--- src/rtl/uart_rx_fifo.sv ---
// uart_rx_fifo: 16x oversampled UART receiver with majority vote,
// parity/stop/break checks and a show-ahead frame FIFO.
module uart_rx_fifo #(
    parameter int PAYLOAD_BITS = 8,
    parameter int FIFO_DEPTH   = 16,
    parameter int DIV_W        = 16
) (
    input  logic                        clk,
    input  logic                        rst_n,
    input  logic                        uart_rxd,
    input  logic                        rx_en,
    input  logic [DIV_W-1:0]            cfg_div,
    input  logic [1:0]                  cfg_parity,
    input  logic                        cfg_stop2,
    output logic                        m_valid,
    input  logic                        m_ready,
    output logic [PAYLOAD_BITS-1:0]     m_data,
    output logic                        m_perr,
    output logic                        m_ferr,
    output logic                        m_brk,
    output logic [$clog2(FIFO_DEPTH):0] fifo_level,
    output logic                        overrun,
    input  logic                        ovr_clr
);

    localparam int AW = $clog2(FIFO_DEPTH);
    localparam int EW = PAYLOAD_BITS + 3;
    localparam logic [3:0] LAST_BIT = 4'(PAYLOAD_BITS - 1);
    localparam logic [AW:0] DEPTH_L = FIFO_DEPTH[AW:0];

    typedef enum logic [2:0] {
        IDLE, START, DATA, PARITY, STOP1, STOP2, WAIT_HIGH
    } state_t;

    state_t state_q, state_d;

    logic sync1, sync2, rxs;
    logic [DIV_W-1:0] div_q, div_cnt;
    logic [1:0] par_q;
    logic stop2_q;
    logic [3:0] smp_cnt, bit_idx;
    logic s7, s8, bit_v, par_bit, stop1_bit;
    logic [PAYLOAD_BITS-1:0] shreg;

    logic tick, at9, at15, vote_now, par_en, stop1_v;
    logic done, ferr_c, perr_c, brk_c, wr_en;

    logic [EW-1:0] mem [FIFO_DEPTH];
    logic [AW-1:0] wr_ptr, rd_ptr;
    logic full, push, pop;
    logic [EW-1:0] head;

    // Disabled receiver parks the line high so no start is seen.
    always_ff @(posedge clk) begin
        if (!rst_n || !rx_en) begin
            sync1 <= 1'b1;
            sync2 <= 1'b1;
        end else begin
            sync1 <= uart_rxd;
            sync2 <= sync1;
        end
    end

    assign rxs = sync2;

    always_ff @(posedge clk) begin
        if (!rst_n) state_q <= IDLE;
        else        state_q <= state_d;
    end

    always_comb begin
        state_d = state_q;
        if (!rx_en) begin
            state_d = IDLE;
        end else begin
            unique case (state_q)
                IDLE:      if (!rxs) state_d = START;
                START:     if (at15) state_d = bit_v ? IDLE : DATA;
                DATA: begin
                    if (at15 && bit_idx == LAST_BIT)
                        state_d = par_en ? PARITY : STOP1;
                end
                PARITY:    if (at15) state_d = STOP1;
                STOP1: begin
                    if (stop2_q) begin
                        if (at15) state_d = STOP2;
                    end else if (done) begin
                        state_d = ferr_c ? WAIT_HIGH : IDLE;
                    end
                end
                STOP2:     if (done) state_d = ferr_c ? WAIT_HIGH : IDLE;
                WAIT_HIGH: if (rxs) state_d = IDLE;
                default:   state_d = IDLE;
            endcase
        end
    end

    always_comb begin
        par_en   = ^par_q;
        tick     = (state_q != IDLE) && (state_q != WAIT_HIGH)
                   && (div_cnt == div_q);
        at9      = tick && (smp_cnt == 4'd9);
        at15     = tick && (smp_cnt == 4'd15);
        vote_now = (s7 & s8) | (s7 & rxs) | (s8 & rxs);
        stop1_v  = (state_q == STOP2) ? stop1_bit : vote_now;
        done     = at9 && ((state_q == STOP1 && !stop2_q)
                   || state_q == STOP2);
        ferr_c   = !stop1_v || (state_q == STOP2 && !vote_now);
        brk_c    = (shreg == '0) && !(par_en && par_bit) && !stop1_v;
        perr_c   = par_en && ((^shreg) ^ par_bit ^ par_q[1]);
        wr_en    = done && rx_en;
    end

    always_ff @(posedge clk) begin
        if (!rst_n) begin
            div_q     <= '0;
            par_q     <= '0;
            stop2_q   <= 1'b0;
            div_cnt   <= '0;
            smp_cnt   <= '0;
            bit_idx   <= '0;
            s7        <= 1'b1;
            s8        <= 1'b1;
            bit_v     <= 1'b1;
            par_bit   <= 1'b0;
            stop1_bit <= 1'b1;
            shreg     <= '0;
        end else begin
            if (state_q == IDLE || state_q == WAIT_HIGH) begin
                div_cnt <= '0;
                smp_cnt <= '0;
            end else if (tick) begin
                div_cnt <= '0;
                smp_cnt <= smp_cnt + 4'd1;
            end else begin
                div_cnt <= div_cnt + 1'b1;
            end
            if (state_q == IDLE && !rxs) begin
                div_q   <= cfg_div;
                par_q   <= cfg_parity;
                stop2_q <= cfg_stop2;
                bit_idx <= '0;
            end
            if (tick && smp_cnt == 4'd7) s7 <= rxs;
            if (tick && smp_cnt == 4'd8) s8 <= rxs;
            if (at9) bit_v <= vote_now;
            if (at15 && state_q == DATA) begin
                shreg   <= {bit_v, shreg[PAYLOAD_BITS-1:1]};
                bit_idx <= bit_idx + 4'd1;
            end
            if (at15 && state_q == PARITY) par_bit <= bit_v;
            if (at15 && state_q == STOP1) stop1_bit <= bit_v;
        end
    end

    assign full    = (fifo_level == DEPTH_L);
    assign m_valid = (fifo_level != '0);
    assign pop     = m_valid && m_ready;
    // A pop in the same cycle frees the slot being written.
    assign push    = wr_en && (!full || pop);
    assign head    = mem[rd_ptr];
    assign {m_brk, m_ferr, m_perr, m_data} = m_valid ? head : '0;

    always_ff @(posedge clk) begin
        if (push) mem[wr_ptr] <= {brk_c, ferr_c, perr_c, shreg};
    end

    always_ff @(posedge clk) begin
        if (!rst_n) begin
            wr_ptr     <= '0;
            rd_ptr     <= '0;
            fifo_level <= '0;
            overrun    <= 1'b0;
        end else begin
            if (push) wr_ptr <= wr_ptr + 1'b1;
            if (pop)  rd_ptr <= rd_ptr + 1'b1;
            if (push && !pop)      fifo_level <= fifo_level + 1'b1;
            else if (pop && !push) fifo_level <= fifo_level - 1'b1;
            if (wr_en && full && !pop) overrun <= 1'b1;
            else if (ovr_clr)          overrun <= 1'b0;
        end
    end

endmodule

--- config.mk ---
export PLATFORM = sky130hd
export DESIGN_NAME = uart_rx_fifo
export DESIGN_NICKNAME = d
export VERILOG_FILES = /design/src/rtl/uart_rx_fifo.sv
export SDC_FILE = /design/constraint.sdc
export NUM_CORES = 1
export LEC_CHECK = 0
export ABC_AREA = 1
export BUFFER_PORTS_ARGS = -buffer_cell sky130_fd_sc_hd__buf_2
export CORE_ASPECT_RATIO = 1.4
export CORE_MARGIN = 10
export CORE_UTILIZATION = 50
export DETAILED_ROUTE_END_ITERATION = 12
export PLACE_DENSITY = 0.64
export SLEW_MARGIN = 20
export SYNTH_ARGS = -nofsm -noshare
export SYNTH_HDL_FRONTEND = slang
export SYNTH_SLANG_ARGS = --single-unit
export TNS_END_PERCENT = 5
--- constraint.sdc ---
create_clock -name clk -period 4 [get_ports clk]
set_clock_uncertainty 0.1 [all_clocks]
set_input_delay 0.6 -clock clk [delete_from_list [all_inputs] [get_ports clk]]
set_output_delay 0.6 -clock clk [all_outputs]
set_load 0.01 [all_outputs]
==> results_tabular.tex <==
\begin{tabular}{lr}
\hline
Metric & Value \\
\hline
\multicolumn{2}{l}{\textbf{Drt}} \\
\quad Total via count in the routed design & slightly below 8000 \\
\quad DRC violation count after routing & 0 \\
\quad Final ANT Viol Nets & 0 \\
\quad Vias per cell & 5.55 \\
\quad Starting DRC count in detailed routing & 500 \\
\quad Overall routed net length & roughly 25000 um \\
\quad Total iterations of the first detailed-routing run & 4 \\
\quad Wire per inst & approximately 18 um \\
\multicolumn{2}{l}{\textbf{Die}} \\
\quad Total Die Area & 28100 um2 \\
\quad Starting density of the core & about half \\
\quad Number of placed I/O pins & 43 \\
\quad Die W & about 140 um \\
\quad Placeable core region & between 20000 and 25000 um2 \\
\quad Die extent in y & between 150 and 200 um \\
\quad Site row count & 63 \\
\multicolumn{2}{l}{\textbf{Power}} \\
\quad Sequential group share of total power & between 40\% and 50\% \\
\quad Sw Pwr & between 1.5 and 2 mW \\
\quad Clk pwr share & between 30\% and 40\% \\
\quad Internal power & 4.41 mW \\
\quad Total power consumption of the routed design & between 6 and 7 mW \\
\quad Power density over cell area & $\sim$520 nW/um2 \\
\quad Lkg Pwr & between 4 and 5 nW \\
\quad Worst vdd rail ir drop & around 0.00037 V \\
\quad Net Sw Frac & 29.7\% \\
\quad Combinational power share & roughly 21\% \\
\multicolumn{2}{l}{\textbf{Cells and area}} \\
\quad Net total in the final layout & between 1000 and 1500 \\
\quad Area Overhead vs Synth & 11.9\% \\
\quad Final antenna diode count & 0 \\
\quad Layout cells sized above 1 & between 10\% and 20\% \\
\quad Finished Cell Area & roughly 12000 um2 \\
\quad \# fillers & around 1900 \\
\quad Count of placed standard cells in the final layout, fillers left out & about 1400 \\
\multicolumn{2}{l}{\textbf{Timing}} \\
\quad Final number of hold-violating endpoints & 0 \\
\quad Worst-margin pin slew & roughly 0.89 ns \\
\quad Minimum clock period & around 3.4 ns \\
\quad Total negative setup slack & 0 ns \\
\quad Slack of the critical path & roughly 0.64 ns \\
\quad Achievable frequency & 298 MHz \\
\quad Final Max Tran Viols & 0 \\
\quad Endpoints failing setup & 0 \\
\quad Worst relative slew slack & a little over 40\% \\
\quad Unrepaired setup endpoints after global routing & false \\
\quad Post-route clock period utilization & around 84\% \\
\multicolumn{2}{l}{\textbf{GRT}} \\
\quad Initial antenna violation count & 0 \\
\quad First-pass GRT wire length & approximately 40000 um \\
\quad Pin count of the biggest net entering global routing & 87 \\
\quad All-layer global routing usage & between 10\% and 20\% \\
\quad Remaining global-route overflow & 0 \\
\quad Number of global-route vias before repair & roughly 7500 \\
\multicolumn{2}{l}{\textbf{Yosys}} \\
\quad Number of instances in the synthesized netlist & about 1100 \\
\quad Area of the mapped netlist & $\sim$11000 um2 \\
\quad Top cells by instance count after synthesis & sky130\_fd\_sc\_hd\_\_edfxtp\_1, sky130\_fd\_sc\_hd\_\_nor2\_1, sky130\_fd\_sc\_hd\_\_o21ai\_0 \\
\quad Largest cells by area after synthesis & sky130\_fd\_sc\_hd\_\_edfxtp\_1, sky130\_fd\_sc\_hd\_\_dfxtp\_1, sky130\_fd\_sc\_hd\_\_o21ai\_0 \\
\quad Most area-hungry cell type in the Yosys netlist & sky130\_fd\_sc\_hd\_\_edfxtp\_1 \\
\quad Proportion of synthesized chip area in sequential cells & 63.3\% \\
\quad Total number of yosys warnings & 0 \\
\quad Flop and latch count out of synthesis & approximately 260 \\
\quad Count of cell types in the netlist & 44 \\
\quad Ys flop type & sky130\_fd\_sc\_hd\_\_edfxtp\_1 \\
\quad Fraction of synthesized cell area taken by the top area cell type & about half \\
\quad Net count after synthesis & about 1100 \\
\quad Share of flip-flops with an asynchronous set or reset & 0\% \\
\quad Most frequently used cell type in the post-synthesis netlist & sky130\_fd\_sc\_hd\_\_edfxtp\_1 \\
\quad Post-synthesis area per instance & 10.2 um2 \\
\quad Post-synth EDFFs & 176 \\
\multicolumn{2}{l}{\textbf{CTS}} \\
\quad Setup bufs post-CTS & 0 \\
\quad Resize count post-CTS & 0 \\
\quad Max Root-Sink Buffers & 3 \\
\quad Number of CTS-inserted buffers & 25 \\
\quad Clock insertion delay at the later pin of the skew report & around 0.51 ns \\
\quad CTS root buffer & sky130\_fd\_sc\_hd\_\_clkbuf\_16 \\
\quad H-tree depth & 1 \\
\quad Count of hold buffers inserted by post-cts repair & 0 \\
\quad Clock slew seen by the registers of the worst setup and hold paths & 0.06 ns \\
\quad TritonCTS sink count & $\sim$260 \\
\quad Clock tree from TritonCTS & built \\
\multicolumn{2}{l}{\textbf{Min path}} \\
\quad Hold/Removal Path Class & in -> reg \\
\multicolumn{2}{l}{\textbf{Critical path}} \\
\quad Critical Path Start Type & register \\
\quad Slowest-stage cell, CP & sky130\_fd\_sc\_hd\_\_dfxtp\_1 \\
\quad Cell Chain, Critical Path & nor2\_1, inv\_1, nor2\_1, inv\_1, nand2\_1, inv\_1, nand4\_1, inv\_2, nand3\_2, inv\_2, ha\_1, inv\_1, fa\_1, a21o\_1, a21oi\_1, nor2\_1, nor2\_1, nand2\_1, o21ai\_0, a21oi\_1 \\
\quad CP max stage delay & $\sim$0.45 ns \\
\quad WP data required & around 4.3 ns \\
\quad Signal arrival time at the worst endpoint & between 3 and 4 ns \\
\quad Highest net fanout along the worst path & 7 \\
\quad Buffer and inverter count on the worst path & 6 \\
\quad Crit. End Element & register \\
\quad Crit path max-delay family & simple AND/OR/NAND/NOR gates \\
\quad Kind of critical path & reg -> reg \\
\multicolumn{2}{l}{\textbf{Job}} \\
\quad Number of maximum-capacitance violations & 0 \\
\multicolumn{2}{l}{\textbf{Placement}} \\
\quad Placement Setup Slack & $\sim$0.7 ns \\
\quad Cell total after placement & around 1300 \\
\quad Post-DP HPWL & 16300 um \\
\quad Standard cell area after detailed placement & $\sim$11000 um2 \\
\quad GP Congestion & $\sim$0.85 \\
\quad Quantity of I/O buffers inserted on ports & 42 \\
\multicolumn{2}{l}{\textbf{Outcome}} \\
\quad Run status & finished, final reports clean \\
\hline
\end{tabular}
power by group through the flow:
stage	clock network (mW)	registers [mW]	logic, mW
3_5_place_dp	0	2.95	1.31
4_1_cts	2.12	2.90	1.31
3_3_place_gp	0	2.95	1.30
6_report	2.08	2.90	1.30
5_1_grt	2.22	2.91	1.47
2_1_floorplan	0	2.93	0.863
layout by cell type (no fill, tap or decap), drive strengths merged, types with 3 or more instances in the layout:
cell type	Yosys	final
nand3	33	33
inv	91	92
clkbuf	40	31
nor4	3	3
nor2	175	175
nor3b	4	4
or2	3	3
nor3	12	12
nand2	131	131
o221ai	32	32
o22ai	12	12
dfxtp	79	79
ha	18	18
o21ai	139	139
xor2	5	5
buf	3	67
nand4	8	8
a21oi	69	69
edfxtp	176	176
xnor2	6	6
clkinv	4	15
sequential cells by signal, summed over array words and instances, names as in the netlist, named ones only:
signal and flops:
par_bit 1, par_q 2, s7 1, rxs 1, wr_ptr 4, shreg 8, bit_v 1, div_q 16
mem 176, rd_ptr 4, sync1 1, bit_idx 4, fifo_level 5, state_q 3, div_cnt 16, stop1_bit 1
s8 1, stop2_q 1, overrun 1, smp_cnt 4
worst paths after layout:
kind	from	end	slack, ns	depth (start not counted)
min	uart_rxd	sync1	0.18	2
max reg2reg	state_q[0]	fifo_level[4]	0.64	20
max	state_q[0]	fifo_level[4]	0.64	20
min reg2reg	sync1	rxs	0.31	1
cells by family after synthesis:
| logic type | count (synthesis) | share of synthesized area (%) |
|---|---|---|
| AOI/OAI and AO/OA | 264 | 13.9 |
| xor gates and xnor gates | 11 | 0.889 |
| adders and majority gates | 20 | 2.35 |
| buffers and inverters | 138 | 4.91 |
| DFF | 255 | 63.3 |
| and+or+nand+nor | 371 | 14.6 |
layout make-up:
type                            instances  area [um2]  area share [%]
Tap cell                              260         325            2.68
Sequential cell                       255        6870            56.6
Clock inverter                         14        62.6           0.516
Inverter                               95         357            2.94
Multi-Input combinational cell        666        3450            28.4
Clock buffer                           31         648            5.34
Timing Repair Buffer                   67         423            3.49
worst register-to-register path, stage by stage (launching register included):
cell and delay (ns):
sky130_fd_sc_hd__dfxtp_1 0.45, sky130_fd_sc_hd__nor2_1 0.09, sky130_fd_sc_hd__inv_1 0.08, sky130_fd_sc_hd__nor2_1 0.07, sky130_fd_sc_hd__inv_1 0.08, sky130_fd_sc_hd__nand2_1 0.14, sky130_fd_sc_hd__inv_1 0.17, sky130_fd_sc_hd__nand4_1 0.18
sky130_fd_sc_hd__inv_2 0.10, sky130_fd_sc_hd__nand3_2 0.14, sky130_fd_sc_hd__inv_2 0.15, sky130_fd_sc_hd__ha_1 0.20, sky130_fd_sc_hd__inv_1 0.11, sky130_fd_sc_hd__fa_1 0.42, sky130_fd_sc_hd__a21o_1 0.18, sky130_fd_sc_hd__a21oi_1 0.16
sky130_fd_sc_hd__nor2_1 0.06, sky130_fd_sc_hd__nor2_1 0.09, sky130_fd_sc_hd__nand2_1 0.07, sky130_fd_sc_hd__o21ai_0 0.15, sky130_fd_sc_hd__a21oi_1 0.06
per-stage QoR:
stage,hold WS (ns),utilization (%)
CTS,0.164,57.0
global route,0.171,57.0
floorplan,0.293,-
finish,0.181,57.0
global placement,0.295,53.6
detailed placement,0.298,53.6
layer usage:
layer  share of wire [%]  wire length [um]  global-route usage (%)  up-vias
met4                 2.7               673                    6.28        0
met2                  51             12700                    30.8      216
li1                    -                 -                       -     3803
met5                   0                 0                       0        -
met3                 5.7              1410                    2.97       51
met1                  41             10200                    21.2     3639
(Power assumes the default switching activity.)
